File: src/rtl/peripheral_bus_pkg.sv
// Shared types and constants for the peripheral bus arbiter and its watchdog.
package peripheral_bus_pkg;
  localparam int WB_ADDR_W = 32;
  localparam int WB_DATA_W = 32;

  localparam logic [1:0] GRANT_NONE = 2'b00;
  localparam logic [1:0] GRANT_M0   = 2'b01;
  localparam logic [1:0] GRANT_M1   = 2'b10;

  typedef enum logic [1:0] {IDLE, BUSY_M0, BUSY_M1, ERR} arb_state_t;

  typedef struct packed {
    logic                 cyc;
    logic                 stb;
    logic                 we;
    logic [WB_ADDR_W-1:0] addr;
    logic [WB_DATA_W-1:0] data;
  } wb_req_t;
endpackage

File: src/rtl/peripheral_bus_watchdog.sv
// Cycle counter that flags a transfer left unacknowledged for TIMEOUT_CYCLES.
module peripheral_bus_watchdog #(
  parameter int TIMEOUT_CYCLES = 255
) (
  input  logic clk,
  input  logic rst_n,
  input  logic clr,
  input  logic en,
  output logic expire
);
  localparam int CW = (TIMEOUT_CYCLES > 0) ? $clog2(TIMEOUT_CYCLES + 1) : 1;
  localparam logic [CW-1:0] LIMIT = (TIMEOUT_CYCLES > 0) ? CW'(TIMEOUT_CYCLES - 1) : '0;

  logic [CW-1:0] cnt_q;

  always_ff @(posedge clk or negedge rst_n) begin
    if (!rst_n)   cnt_q <= '0;
    else if (clr) cnt_q <= '0;
    else if (en)  cnt_q <= cnt_q + 1'b1;
  end

  // A clear on the limit cycle (ack) wins over expiry; 0 disables entirely.
  assign expire = (TIMEOUT_CYCLES > 0) && en && !clr && (cnt_q == LIMIT);
endmodule

File: src/rtl/peripheral_bus_arbiter.sv
// Two-master round-robin Wishbone arbiter with cyc locking and an ack watchdog.
module peripheral_bus_arbiter
  import peripheral_bus_pkg::*;
#(
  parameter int TIMEOUT_CYCLES = 255
) (
  input  logic                 clk,
  input  logic                 rst_n,
  input  logic                 m0_cyc_i,
  input  logic                 m0_stb_i,
  input  logic                 m0_we_i,
  input  logic [WB_ADDR_W-1:0] m0_addr_i,
  input  logic [WB_DATA_W-1:0] m0_data_i,
  output logic [WB_DATA_W-1:0] m0_data_o,
  output logic                 m0_ack_o,
  output logic                 m0_err_o,
  input  logic                 m1_cyc_i,
  input  logic                 m1_stb_i,
  input  logic                 m1_we_i,
  input  logic [WB_ADDR_W-1:0] m1_addr_i,
  input  logic [WB_DATA_W-1:0] m1_data_i,
  output logic [WB_DATA_W-1:0] m1_data_o,
  output logic                 m1_ack_o,
  output logic                 m1_err_o,
  output logic                 cyc_o,
  output logic                 stb_o,
  output logic                 we_o,
  output logic [WB_ADDR_W-1:0] addr_o,
  output logic [WB_DATA_W-1:0] data_o,
  input  logic [WB_DATA_W-1:0] data_i,
  input  logic                 ack_i,
  output logic [1:0]           grant_o
);
  arb_state_t state_q, state_d;
  logic       last_grant_q;  // 1 = m1 was served last; also names the owner in ERR
  logic       m0_req, m1_req, expire;
  wb_req_t    m0_rq, m1_rq, bus;

  assign m0_req = m0_cyc_i & m0_stb_i;
  assign m1_req = m1_cyc_i & m1_stb_i;
  assign m0_rq  = {m0_cyc_i, m0_stb_i, m0_we_i, m0_addr_i, m0_data_i};
  assign m1_rq  = {m1_cyc_i, m1_stb_i, m1_we_i, m1_addr_i, m1_data_i};

  always_ff @(posedge clk or negedge rst_n) begin
    if (!rst_n) begin
      state_q      <= IDLE;
      last_grant_q <= 1'b1;
    end else begin
      state_q <= state_d;
      if (state_d == BUSY_M0) last_grant_q <= 1'b0;
      if (state_d == BUSY_M1) last_grant_q <= 1'b1;
    end
  end

  always_comb begin
    state_d = state_q;
    case (state_q)
      IDLE: begin
        if (m0_req && (!m1_req || last_grant_q)) state_d = BUSY_M0;
        else if (m1_req)                         state_d = BUSY_M1;
      end
      BUSY_M0: begin
        if (!m0_cyc_i)   state_d = IDLE;
        else if (expire) state_d = ERR;
      end
      BUSY_M1: begin
        if (!m1_cyc_i)   state_d = IDLE;
        else if (expire) state_d = ERR;
      end
      ERR: begin
        if (last_grant_q) state_d = m1_cyc_i ? BUSY_M1 : IDLE;
        else              state_d = m0_cyc_i ? BUSY_M0 : IDLE;
      end
      default: state_d = IDLE;
    endcase
  end

  always_comb begin
    bus       = '0;
    grant_o   = GRANT_NONE;
    m0_data_o = '0;
    m0_ack_o  = 1'b0;
    m0_err_o  = 1'b0;
    m1_data_o = '0;
    m1_ack_o  = 1'b0;
    m1_err_o  = 1'b0;
    case (state_q)
      BUSY_M0: begin
        bus       = m0_rq;
        grant_o   = GRANT_M0;
        m0_data_o = data_i;
        m0_ack_o  = ack_i;
      end
      BUSY_M1: begin
        bus       = m1_rq;
        grant_o   = GRANT_M1;
        m1_data_o = data_i;
        m1_ack_o  = ack_i;
      end
      ERR: begin
        // Bus is parked; a late ack_i here is deliberately dropped.
        grant_o  = last_grant_q ? GRANT_M1 : GRANT_M0;
        m0_err_o = !last_grant_q;
        m1_err_o = last_grant_q;
      end
      default: ;
    endcase
  end

  assign cyc_o  = bus.cyc;
  assign stb_o  = bus.stb;
  assign we_o   = bus.we;
  assign addr_o = bus.addr;
  assign data_o = bus.data;

  // stb_o is low in IDLE/ERR, so every grant starts from a cleared count.
  peripheral_bus_watchdog #(.TIMEOUT_CYCLES(TIMEOUT_CYCLES)) u_wdog (
    .clk    (clk),
    .rst_n  (rst_n),
    .clr    (!stb_o || ack_i),
    .en     (state_q == BUSY_M0 || state_q == BUSY_M1),
    .expire (expire)
  );
endmodule

File: config.mk
export PLATFORM = sky130hd
export DESIGN_NAME = peripheral_bus_arbiter
export DESIGN_NICKNAME = d
export VERILOG_FILES = /design/src/rtl/peripheral_bus_pkg.sv /design/src/rtl/peripheral_bus_watchdog.sv /design/src/rtl/peripheral_bus_arbiter.sv
export SDC_FILE = /design/constraint.sdc
export NUM_CORES = 1
export LEC_CHECK = 0
export ABC_AREA = 1
export BUFFER_PORTS_ARGS = -buffer_cell sky130_fd_sc_hd__buf_2
export CAP_MARGIN = 5
export CORE_AREA = 2 2 119 121
export DETAILED_ROUTE_END_ITERATION = 8
export DIE_AREA = 0 0 121 123
export GPL_TIMING_DRIVEN = 0
export PLACE_DENSITY = 0.55
export SKIP_LAST_GASP = 1
export SYNTH_ARGS = -nofsm -noshare
export SYNTH_HDL_FRONTEND = slang
export SYNTH_HIERARCHICAL = 1
export SYNTH_SLANG_ARGS = --single-unit
export TNS_END_PERCENT = 10
File: constraint.sdc
create_clock -name clk -period 2.3 [get_ports clk]
set_input_delay 0.69 -clock clk [delete_from_list [all_inputs] [get_ports clk]]
set_output_delay 0.69 -clock clk [all_outputs]
set_load 0.01 [all_outputs]
**Yosys cells after proc, flatten, opt, wreduce, memory -nomap -nowiden**

Index checks and enable logic that the tools add are counted.

- Output and inout bits: 137
- Register bits: 11
- Bits of input ports: 169

- Bitwise operators: 2
- Add/sub/neg operators: 1
- Muxes and demuxes: 22
- Reduce and logical (&&, ||, !) cells: 13
- Eq/ne operators: 6

Operators by type and width:

| cell | count |
|---|---|
| 67-bit one-hot mux with 2 select lines | 1 |
| 32-bit 2-to-1 mux | 2 |
| 2-bit 2-to-1 mux | 8 |
| 8-bit 2-to-1 mux | 2 |
| 8-bit by 1-bit adder with 8-bit output (second input constant) | 1 |
| 8-bit == test (second input constant) | 1 |
| 2-bit one-hot mux with 4 select lines | 1 |
| 1-bit 2-to-1 mux | 7 |
| 2-bit == test (second input constant) | 3 |
| 2-bit one-hot mux with 3 select lines | 1 |
| 2-bit by 1-bit == test with 1-bit output (second input constant) | 2 |
| 1-bit zero test | 4 |
| 2-bit nonzero test | 2 |
| 1-bit logical AND | 3 |
| 1-bit logical OR | 3 |
| 1-bit bitwise AND | 2 |
| 2-bit zero test | 1 |

**Logic depth before layout (Yosys ltp)**

Gate-level depths: netlist of the first run.

- Depth in word-level cells: 13
- Depth in mapped cells: 19
- Depth with buffers taken out: 17

**Modules after synthesis**

The synthesis of the first run kept the hierarchy.

By module, submodules not included:

| module | area an instance (µm²) | cells each | sequential area each (µm²) | instances |
|---|---|---|---|---|
| peripheral_bus_arbiter | 1835.5 | 414 | 76.3 | 1 |
| peripheral_bus_watchdog | 447.9 | 55 | 200.2 | 1 |

**Worst setup path before layout of the first run**

No wires, ideal clock.

- Kind: register to register
- Start point: register state_q[0]
- End point: register last_grant_q
- Required time: 2.227 ns
- Path buffers: 1
- Cell stages (with the launch flop): 17
- Library setup time: 0.073 ns
- Data arrival time: 2.458 ns
- Slack: -0.231 ns
- Period minus slack after synthesis: 2.531 ns
- Path through: dfrtp_1 inv_1 ha_1 inv_1 buf_4 a21oi_2 nand2_1 inv_2 nand2_1 nor4_1 inv_1 nand2_1 nand2_1 nand3_1 nand2_1 ha_1 a21oi_1

- Word-level cells in the longest chain between the ends: 12

Ends and longest elaborated chain:

| what | RTL line | text |
|---|---|---|
| from (decl) | peripheral_bus_arbiter.sv:34 | `arb_state_t state_q, state_d;` |
| from (signal assigned) | peripheral_bus_arbiter.sv:49 | `state_q <= state_d;` |
| 2-bit == test or 2-bit by 1-bit == test with 1-bit output (tied branches) | peripheral_bus_arbiter.sv:87 | `case (state_q)` |
| 67-bit one-hot mux with 2 select lines (*) | peripheral_bus_arbiter.sv:87 |  |
| net stb_o | peripheral_bus_arbiter.sv:26 | `output logic stb_o,` |
| 1-bit zero test (*) | peripheral_bus_arbiter.sv:120 | `.clr (!stb_o \|\| ack_i),` |
| 1-bit logical OR (*) | peripheral_bus_arbiter.sv:120 |  |
| 1-bit zero test (*) | peripheral_bus_watchdog.sv:23 | `assign expire = (TIMEOUT_CYCLES > 0) && en && !clr && (cnt_q == LIMIT);` |
| 1-bit logical AND (*) (2 in a row) | peripheral_bus_watchdog.sv:23 |  |
| net expire | peripheral_bus_arbiter.sv:36 | `logic m0_req, m1_req, expire;` |
| 2-bit 2-to-1 mux (*) | peripheral_bus_arbiter.sv:64, peripheral_bus_arbiter.sv:68 |  |
| 2-bit 2-to-1 mux (on tied branches) | peripheral_bus_arbiter.sv:67, peripheral_bus_arbiter.sv:63 |  |
| 2-bit one-hot mux with 4 select lines (*) | peripheral_bus_arbiter.sv:57 | `case (state_q)` |
| 2-bit == test or 2-bit by 1-bit == test with 1-bit output (tied branches) | peripheral_bus_arbiter.sv:51, peripheral_bus_arbiter.sv:50 |  |
| 1-bit 2-to-1 mux or 2-bit nonzero test (tied branches) | -- |  |
| to (signal assigned) | peripheral_bus_arbiter.sv:47 | `last_grant_q <= 1'b1;` |
| to (signal assigned) | peripheral_bus_arbiter.sv:50 | `if (state_d == BUSY_M0) last_grant_q <= 1'b0;` |
| to (signal assigned) | peripheral_bus_arbiter.sv:51 | `if (state_d == BUSY_M1) last_grant_q <= 1'b1;` |
| to (decl) | peripheral_bus_arbiter.sv:35 | `logic last_grant_q;` |

The timed path passes the listed nets; every way through them passes the cells marked *.
A chain may end at the register's enable or synchronous reset.

**Final worst setup path of the first run**

- Start point: register state_q[0]
- End point: output addr_o[0]

- Word-level cells in the longest chain between the ends: 2

Ends and longest elaborated chain:

| what | RTL line | text |
|---|---|---|
| 2-bit == test or 2-bit by 1-bit == test with 1-bit output (tied branches) | peripheral_bus_arbiter.sv:87 |  |
| 67-bit one-hot mux with 2 select lines (*) | peripheral_bus_arbiter.sv:87 |  |
| to (decl) | peripheral_bus_arbiter.sv:28 | `output logic [WB_ADDR_W-1:0] addr_o,` |

Every way passes the cells marked *; elsewhere a longest branch is shown, timed or not.

==> results of run 1 <==
critical path: cells and delay by family (launching register included):
family	cells	cell delay, ns
AO/OA/AOI/OAI	1	0.11
adder cells (fa/ha/maj)	1	0.29
buffers and inverters	5	0.57
flip-flops	1	0.41
report_power, final:
group	leakage [nW]	internal, mW	total (mW)	switching, mW
clock	0.0382	0.233	0.320	0.0867
combinational	2.96	2.34	5.23	2.89
sequential	0.146	0.235	0.270	0.0346
state kept, by name, summed over array words and instances, names as in the netlist:
register and cells:
u_wdog/cnt_q 8, state_q 2, last_grant_q 1
area by class of cell:
type                            instances  area (sq um)
Tap cell                              180           225
Clock buffer                            4          78.8
Fill cell                            1514          8750
Timing Repair Buffer                  330          1880
Buffer                                 25           322
Sequential cell                        11           279
Multi-Input combinational cell        344          1750
Inverter                               85           332
cell usage after synthesis (all sizes together):
master  count
nor2        9
dfrtp      10
dfstp       1
nand4       2
nor3        3
inv        85
clkbuf      3
buf        26
nand2     236
nand3       6
a21oi      75
o21ai       5
ha          7
nor4        1
stage by stage:
step	cells	power, mW	hold WS, ns	instance area (sq um)
global placement	954	4.07	0.476	4080
global route	979	6.33	0.339	4870
detailed placement	954	4.06	0.493	4080
finish	979	5.82	0.309	4870
floorplan	469	2.54	0.394	2330
CTS	971	5.03	0.321	4470
cell families (layout without fill, tap and decap cells):
family | count (synthesis) | count (layout) | share of synthesized area
and+or+nand+nor | 257 | 257 | 0.443
buffers and inverters | 114 | 444 | 0.220
adders and majority gates | 7 | 7 | 0.0384
AOI/OAI and AO/OA | 80 | 80 | 0.177
DFF | 11 | 11 | 0.121
worst max-delay path by stage:
stage,to,slack (ns),depth (start not counted)
final,addr_o[0],-0.01,7
after CTS,addr_o[2],-0.08,8
after global placement,last_grant_q$_DFFE_PN1P_,-0.45,18
after global routing,last_grant_q$_DFFE_PN1P_,-0.11,17
after floorplan,last_grant_q$_DFFE_PN1P_,0.01,18
after detailed placement,last_grant_q$_DFFE_PN1P_,-0.45,18
what timing repair did:
action                     4_1_cts  5_1_grt
buffers inserted                15        3
setup endpoints to repair      113      105
resized for setup               52       58
pin swaps                        6       14
cloned                           1        6
per-layer routing:
layer | vias up | GRT usage
li1 | 2062 | -
met1 | 1778 | 0.184
met2 | 159 | 0.278
met3 | 7 | 0.0161
met4 | 0 | 0.0153
met5 | - | 0
==> impl_metrics.yaml, run 1 <==
run_status:
  status: "finished, violations left"
  violations: "setup timing"
detailed_routing:
  postRouteAntennaNets: 0
  vias_per_cell: 4.09
  wl_met1_mm: 5.38
  wl_met2_mm: 6.60
  drt-pass1-iter-count: 4
  wl_per_cell_microns: 13.2
  drt_wl_total_mm: 13.0
  top_layer: "met4"
  vias: 4006
  drt_iter0_markers: 160
  drc_errors: 0
  dr_wl_met3_microns: 890
timing:
  fin_tns_setup_ns: -0.0456
  hold_viol: 0
  period_share: 1.01
  period_needed_ns: 2.31
  tightest_slew_ns: 0.279
  relSlewSlack: 0.814
  fmax_mhz: 433
  setup_viol: 10
  drv_slew: 0
  rsz0062_at_grt: "yes"
  skew_ns: 0.00472
  fin_ws_ns: -0.0115
final_layout:
  drive_above_1_share: 0.522
  syn_to_final_growth_pct: 113
  postLayoutCoreUtil: 0.357
  antenna_cells: 0
  mostFrequentLayoutCells: "buf_2, nand2_1, inv_1, a21oi_1, a21oi_2"
  num-nets-final: 976
  final_common_cell: "buf_2"
global_routing:
  grt_max_degree: 12
  first_global_vias: 3514
  grt_pass1_wl_mm: 17.6
  grt_remaining_overflow: 0
  antenna_found_initial: 0
  track_usage: 0.147
pwr:
  vdd_ir_drop_max_uv: 537
  power.density_mw_per_mm2: 1200
  p_leak_nw: 3.14
setup_path:
  cp_data_required_time_ns: 1.61
  ff2ff_path_depth: 17
  crit_arrival_ns: 1.62
  crit_chain: "inv_4 > ha_4 > inv_6 > buf_12 > buf_8 > a21oi_4 > buf_2"
  critPathKind: "flop to output pin"
  max_stage_delay_ns: 0.41
  critPathCaptureType: "output pin"
  regToRegSetupSlack_ns: 0.06
  crit_start: "state_q[0]$_DFF_PN0_"
  worst-path-max-fanout: 10
  cp_slowest_cell: "dfrtp_2"
  start_kind: "flop"
  regToRegStartpoint: "state_q[0]$_DFF_PN0_"
  reg2reg_to: "last_grant_q$_DFFE_PN1P_"
clock_network:
  clkTransAtPathRegs_ns: 0.04
  htreeDepth: 1
  cts-root-buf: "clkbuf_16"
  cts_tree: "done"
  holdBufCountCts: 0
  clock_sinks: 11
  clock_latency_ns: 0.24
  cts.path.max_buffers: 2
  cts_buffers: 3
floorplanning:
  dieArea_sq_mm: 0.0149
  core_sq_mm: 0.0136
  start_util: 0.168
  num_rows: 43
  die_h_microns: 123
  die_w_microns: 121
  pin_count: 306
synthesis:
  ys.warnings.count: 6
  synth_cells: 469
  synth_seq_cells: 11
  yosys.area.top_type: "nand2_1"
  yosys.cell_types.count: 24
  ys_seq_area_frac: 0.121
  syn_area_per_cell_sq_um: 4.87
  synth_top_area_share: 0.386
  synth_nets: 645
  syn_area_sq_mm: 0.00228
  synth_area_leaders: "nand2_1, a21oi_1, inv_1"
placed_design:
  portBuffers: 305
  gp_routability_congestion: 0.812
  dp_slack_ns: -0.447
  place_hpwl_mm: 10.2
run:
  drv_cap: 0
worst_hold_path:
  hp-class: "input pin to async pin"
Note: power is estimated with default switching activity, not from simulation.
==> inputs of run 2 (changes only) <==
- ABC_AREA: 1 -> 0
- CORE_AREA: 2 2 119 121 -> 2 2 117 119
- DIE_AREA: 0 0 121 123 -> 0 0 119 121
==> run 2 against run 1 <==
Against the previous run:
- the flow still finishes with violations (setup timing)
- final cell count shrank 18%
- synthesized area shrank 3.2%
- non-clock buffer count shrank 2
- sequential share of layout area grew 0.53 points
- global-route usage shrank 1.3 points
- register-to-register slack lost 0.20 ns
- critical path type unchanged
==> impl_metrics.yaml, run 2 <==
synthesis:
  yosys.cell_types.count: 36
  synth_compound_area_frac: 0.285
  synth_flop_cell: "dfrtp_1"
  synth_common_cells: "nor2b_1, a22oi_1, and2_1, buf_2, dfrtp_1"
  async_flop_share: 1.00
  synth_nets: 479
  synth_cells: 303
  synth_fa_ha_area_frac: 0.0396
  syn_area_sq_mm: 0.00221
  synth_top_family_by_area: "simple AND/OR/NAND/NOR gates"
  synth-simple-area-share: 0.449
  synth_seq_cells: 11
  ys_seq_area_frac: 0.125
  synth_most_common_cell: "nor2b_1"
  syn_area_per_cell_sq_um: 7.30
  ys.warnings.count: 6
  synth-edff-count: 0
  yosys.area.top_type: "a22oi_1"
  synth_area_leaders: "a22oi_1, nor2b_1, and2_1"
  muxShareOfSynthArea: 0.00509
  synth_top_area_share: 0.224
  synth_xor_area_frac: 0.0158
final_layout:
  final_common_cell: "buf_2"
  syn_to_final_growth_pct: 101
  num-nets-final: 806
  fill_cells: 1371
  largest_register_ffs: 8
  drive_above_1_share: 0.617
  top_register: "u_wdog/cnt_q"
  antenna_cells: 0
  mostFrequentLayoutCells: "buf_2, and2_1, nor2b_1, a22oi_1, buf_4"
  top_regs: "u_wdog/cnt_q x8, state_q x2, last_grant_q x1"
  final_cells: 805
detailed_routing:
  vias: 3407
  postRouteAntennaNets: 0
  vias_per_cell: 4.23
  drc_errors: 0
  drt_iter0_markers: 125
  wl_per_cell_microns: 13.4
  drt-pass1-iter-count: 4
  drt_wl_total_mm: 10.8
floorplanning:
  dieArea_sq_mm: 0.0144
  num_rows: 42
  start_util: 0.169
  core_sq_mm: 0.0131
  die_h_microns: 121
  pin_count: 306
  die_w_microns: 119
global_routing:
  grt_pass1_wl_mm: 15.9
  track_usage: 0.134
  antenna_found_initial: 0
  grt_remaining_overflow: 0
  grt_max_degree: 12
  first_global_vias: 3164
clock_network:
  clock_latency_ns: 0.24
  holdBufCountCts: 0
  cts_tree: "done"
  htreeDepth: 1
  clkTransAtPathRegs_ns: 0.04
  cts_buffers: 3
  clock_sinks: 11
  cts.path.max_buffers: 2
  cts-root-buf: "clkbuf_16"
setup_path:
  crit_arrival_ns: 1.81
  start_kind: "flop"
  crit_chain: "buf_4 > ha_4 > buf_4 > buf_2 > a22oi_1 > nor2b_1 > buf_2"
  critPathCaptureType: "output pin"
  reg2reg_to: "last_grant_q$_DFFE_PN1P_"
  regToRegStartpoint: "state_q[0]$_DFF_PN0_"
  cp_data_required_time_ns: 1.61
  cp_slowest_cell: "dfrtp_2"
  ff2ff_path_depth: 10
  cp_top_family: "buffers and inverters"
  max_stage_delay_ns: 0.44
  critPathKind: "flop to output pin"
  regToRegSetupSlack_ns: -0.14
  cp_num_buf_inv: 4
  cp.depth: 7
  worst-path-max-fanout: 10
timing:
  period_needed_ns: 2.50
  relSlewSlack: 0.759
  drv_slew: 0
  fin_ws_ns: -0.202
  fmax_mhz: 400
  rsz0062_at_grt: "yes"
  setup_viol: 132
  period_share: 1.09
  skew_ns: 0.00184
  tightest_slew_ns: 0.361
  fin_tns_setup_ns: -12.59
  hold_viol: 0
run_status:
  status: "finished, violations left"
  violations: "setup timing"
pwr:
  p_leak_nw: 2.43
  vdd_ir_drop_max_uv: 510
  total_power_mw: 5.22
  power.density_mw_per_mm2: 1170
placed_design:
  dp_slack_ns: -0.270
  portBuffers: 305
  gp_routability_congestion: 0.856
  place_hpwl_mm: 8.83
  placed_cells: 784
worst_hold_path:
  hp-class: "input pin to async pin"
run:
  drv_cap: 0
-- run 2: changes by cell type after synthesis, moves of 7 or more --
cell	before	now
nand2_1	235	5
inv_1	83	4
a21oi_1	74	4
nor2b_1	0	67
a22oi_1	0	66
and2_1	0	66
buf_2	12	20
buf_4	12	5
-- run 2: logic make-up (layout without fill, tap and decap cells) --
logic type | after synthesis | count (layout)
buf+inv | 35 | 361
simple gates | 160 | 160
mux | 1 | 1
fa+ha+maj | 7 | 7
flops | 11 | 11
xor+xnor | 4 | 4
compound gates | 85 | 85
-- run 2: how the worst max path moves through the flow --
stage | start | end | slack (ns)
2_1_floorplan | state_q[1]$_DFF_PN0_ | last_grant_q$_DFFE_PN1P_ | -0.06
3_3_place_gp | state_q[0]$_DFF_PN0_ | last_grant_q$_DFFE_PN1P_ | -0.25
3_5_place_dp | state_q[1]$_DFF_PN0_ | last_grant_q$_DFFE_PN1P_ | -0.27
4_1_cts | state_q[1]$_DFF_PN0_ | last_grant_q$_DFFE_PN1P_ | -0.13
5_1_grt | state_q[1]$_DFF_PN0_ | last_grant_q$_DFFE_PN1P_ | -0.30
6_report | state_q[1]$_DFF_PN0_ | addr_o[10] | -0.20
-- run 2: report_power, final --
part	total [mW]	internal (mW)	leakage, nW	switching [mW]
Clock	0.320	0.233	0.0382	0.0867
Sequential	0.270	0.227	0.145	0.0436
Combinational	4.63	2.36	2.25	2.27
-- run 2: area by class of cell --
type / instances / area, sq um / area share
well taps: 176 / 220 / 0.0495
plain buffers: 27 / 208 / 0.0466
clock buffers: 4 / 78.8 / 0.0177
inverters: 4 / 20.0 / 0.00450
flip-flops and latches: 11 / 279 / 0.0627
repair buffers: 326 / 1750 / 0.392
multi-input cells: 257 / 1900 / 0.427
-- run 2: routing by layer --
metal,part of all wire,GRT usage,vias up
met2,0.51,0.246,187
met1,0.41,0.168,1503
met5,0,0,-
met3,0.078,0.0216,2
li1,-,-,1715
met4,0.0019,0.0231,0
-- run 2: timing repair --
action	CTS	global route
gates cloned	0	1
buffers inserted	14	6
resized for setup	27	18
endpoints found under the setup margin	128	136
pin swaps	2	4
-- run 2: through the flow --
stage / hold slack (ns) / util / cell area [sq um]
after global routing: 0.337 / 0.340 / 4450
after global placement: 0.556 / 0.310 / 4050
after floorplan: 0.394 / - / 2300
final: 0.311 / 0.340 / 4450
after CTS: 0.323 / 0.332 / 4350
after detailed placement: 0.552 / 0.310 / 4050
==> inputs of run 3 (changes only) <==
- CORE_AREA: 2 2 117 119 -> 2 2 119 121
- DIE_AREA: 0 0 119 121 -> 0 0 121 123
- PLACE_DENSITY: 0.55 -> 0.52
- clock period: 2.3 -> 2.84 ns (I/O delays scaled with it)
==> run 3 against run 2 <==
Against the previous run:
- the flow now finishes without violations
- critical path type unchanged
- power is 29% lower
- sequential power is 19% lower
- non-clock buffer count is 14 lower
- via count is 1.8% lower
- combinational power is 30% lower
- hold slack better by 0.17 ns
- first-iteration DRC count is 20% higher
- design area is 7.5% lower
- clock skew is 0.0011 ns lower
- global-route usage is 1.2 points higher
- setup slack better by 0.30 ns
- largest power group unchanged
- largest cell class is now multi-input gates
==> impl_metrics.yaml, run 3 (synthesis results as in run 2) <==
timing:
  period_needed_ns: 2.74
  whs_ns: 0.477
  setup_viol: 0
  relSlewSlack: 0.732
  fin_ws_ns: 0.102
  skew_ns: 0.000749
  rsz0062_at_grt: "yes"
  fin_tns_setup_ns: 0
  period_share: 0.964
  tightest_slew_ns: 0.403
  drv_slew: 0
  hold_viol: 0
  fmax_mhz: 365
detailed_routing:
  drc_errors: 0
  drt_wl_total_mm: 12.3
  drt-pass1-iter-count: 4
  vias_per_cell: 4.20
  wl_per_cell_microns: 15.5
  postRouteAntennaNets: 0
  vias: 3346
  drt_iter0_markers: 150
final_layout:
  drive_above_1_share: 0.574
  final_area_sq_mm: 0.00412
  largest_register_ffs: 8
  syn_to_final_growth_pct: 86.2
  final_cells: 797
  mostFrequentLayoutCells: "buf_2, a22oi_1, nor2b_1, and2_1, dfrtp_1"
  num-nets-final: 792
  top_register: "u_wdog/cnt_q"
  top_regs: "u_wdog/cnt_q x8, state_q x2, last_grant_q x1"
  final_common_cell: "buf_2"
setup_path:
  crit_arrival_ns: 1.89
  start_kind: "flop"
  critPathCaptureType: "output pin"
  cp_data_required_time_ns: 1.99
  worst-path-max-fanout: 10
  critPathKind: "flop to output pin"
global_routing:
  first_global_vias: 2975
  track_usage: 0.147
  grt_remaining_overflow: 0
  grt_pass1_wl_mm: 17.2
  antenna_found_initial: 2
  grt_max_degree: 12
clock_network:
  cts_tree: "done"
  htreeDepth: 1
  clock_latency_ns: 0.24
  cts.path.max_buffers: 2
  clock_sinks: 11
  clkTransAtPathRegs_ns: 0.04
  cts-root-buf: "clkbuf_16"
  holdBufCountCts: 0
  cts_buffers: 3
floorplanning:
  dieArea_sq_mm: 0.0149
  die_h_microns: 123
  start_util: 0.162
  die_w_microns: 121
  num_rows: 43
  pin_count: 306
  core_sq_mm: 0.0136
worst_hold_path:
  hp-class: "input pin to async pin"
placed_design:
  place_hpwl_mm: 10.4
  dp_slack_ns: -0.215
  placed_area_sq_mm: 0.00396
  portBuffers: 305
  placed_cells: 788
  gp_routability_congestion: 0.909
pwr:
  vdd_ir_drop_max_uv: 478
  power.density_mw_per_mm2: 901
  p_leak_nw: 2.32
run_status:
  status: "finished, final reports clean"
run:
  drv_cap: 0
[run 3: changes by cell type in the layout (fill, tap and decap cells not counted), moves of 3 or more]
cell,change
a22oi_1,+16
a22oi_2,-16
buf_4,-12
buf_2,+8
buf_6,-6
buf_12,-3
ha_4,-3
[run 3: final timing paths]
kind,start,depth (start not counted),slack (ns),endpoint
worst min register to register,u_wdog/cnt_q[6]$_DFFE_PN0P_,2,0.56,u_wdog/cnt_q[6]$_DFFE_PN0P_
max in group asynchronous,rst_n,1,2.10,last_grant_q$_DFFE_PN1P_
worst max register to register,state_q[0]$_DFF_PN0_,12,0.20,last_grant_q$_DFFE_PN1P_
worst max-delay path,state_q[0]$_DFF_PN0_,6,0.10,addr_o[20]
worst min-delay path,rst_n,1,0.48,u_wdog/cnt_q[4]$_DFFE_PN0P_
min in group clk,u_wdog/cnt_q[6]$_DFFE_PN0P_,2,0.56,u_wdog/cnt_q[6]$_DFFE_PN0P_
[run 3: routing by layer]
metal	vias up	wire length, microns	track usage
li1	1692	-	-
met1	1508	5070	0.190
met2	132	6160	0.257
met3	14	853	0.0217
met4	0	264	0.0349
met5	-	0	0
[run 3: what timing repair did]
action / in CTS / in global routing
buffers inserted: 0 / 4
resized for setup: 6 / 8
endpoints found under the setup margin: 43 / 61
pin swaps: 1 / 2
[run 3: layout make-up]
cell class | count | area [sq um]
inverter | 4 | 15.0
sequential | 11 | 279
buffer | 30 | 176
tap | 180 | 225
clock buffer | 4 | 78.8
multi-input combinational | 257 | 1780
timing repair buffer | 309 | 1560
fill | 1539 | 9490
antenna | 2 | 5.00
[run 3: worst max-delay path, stage by stage (launching register included)]
cell,delay (ns)
dfrtp_2,0.43
inv_1,0.09
ha_2,0.38
clkbuf_8,0.20
buf_2,0.20
nor2b_1,0.18
buf_2,0.16
[run 3: per-stage QoR]
step,power (mW),util
after floorplan,2.19,-
after global placement,3.39,0.291
after detailed placement,3.37,0.291
after CTS,3.68,0.298
after global routing,4.06,0.303
final,3.71,0.303
[run 3: report_power, final]
part / switching [mW] / internal (mW) / leakage (nW) / total (mW)
combinational: 1.74 / 1.49 / 2.13 / 3.23
sequential: 0.0364 / 0.184 / 0.145 / 0.220
clock: 0.0731 / 0.189 / 0.0382 / 0.262
total: 1.85 / 1.86 / 2.32 / 3.71
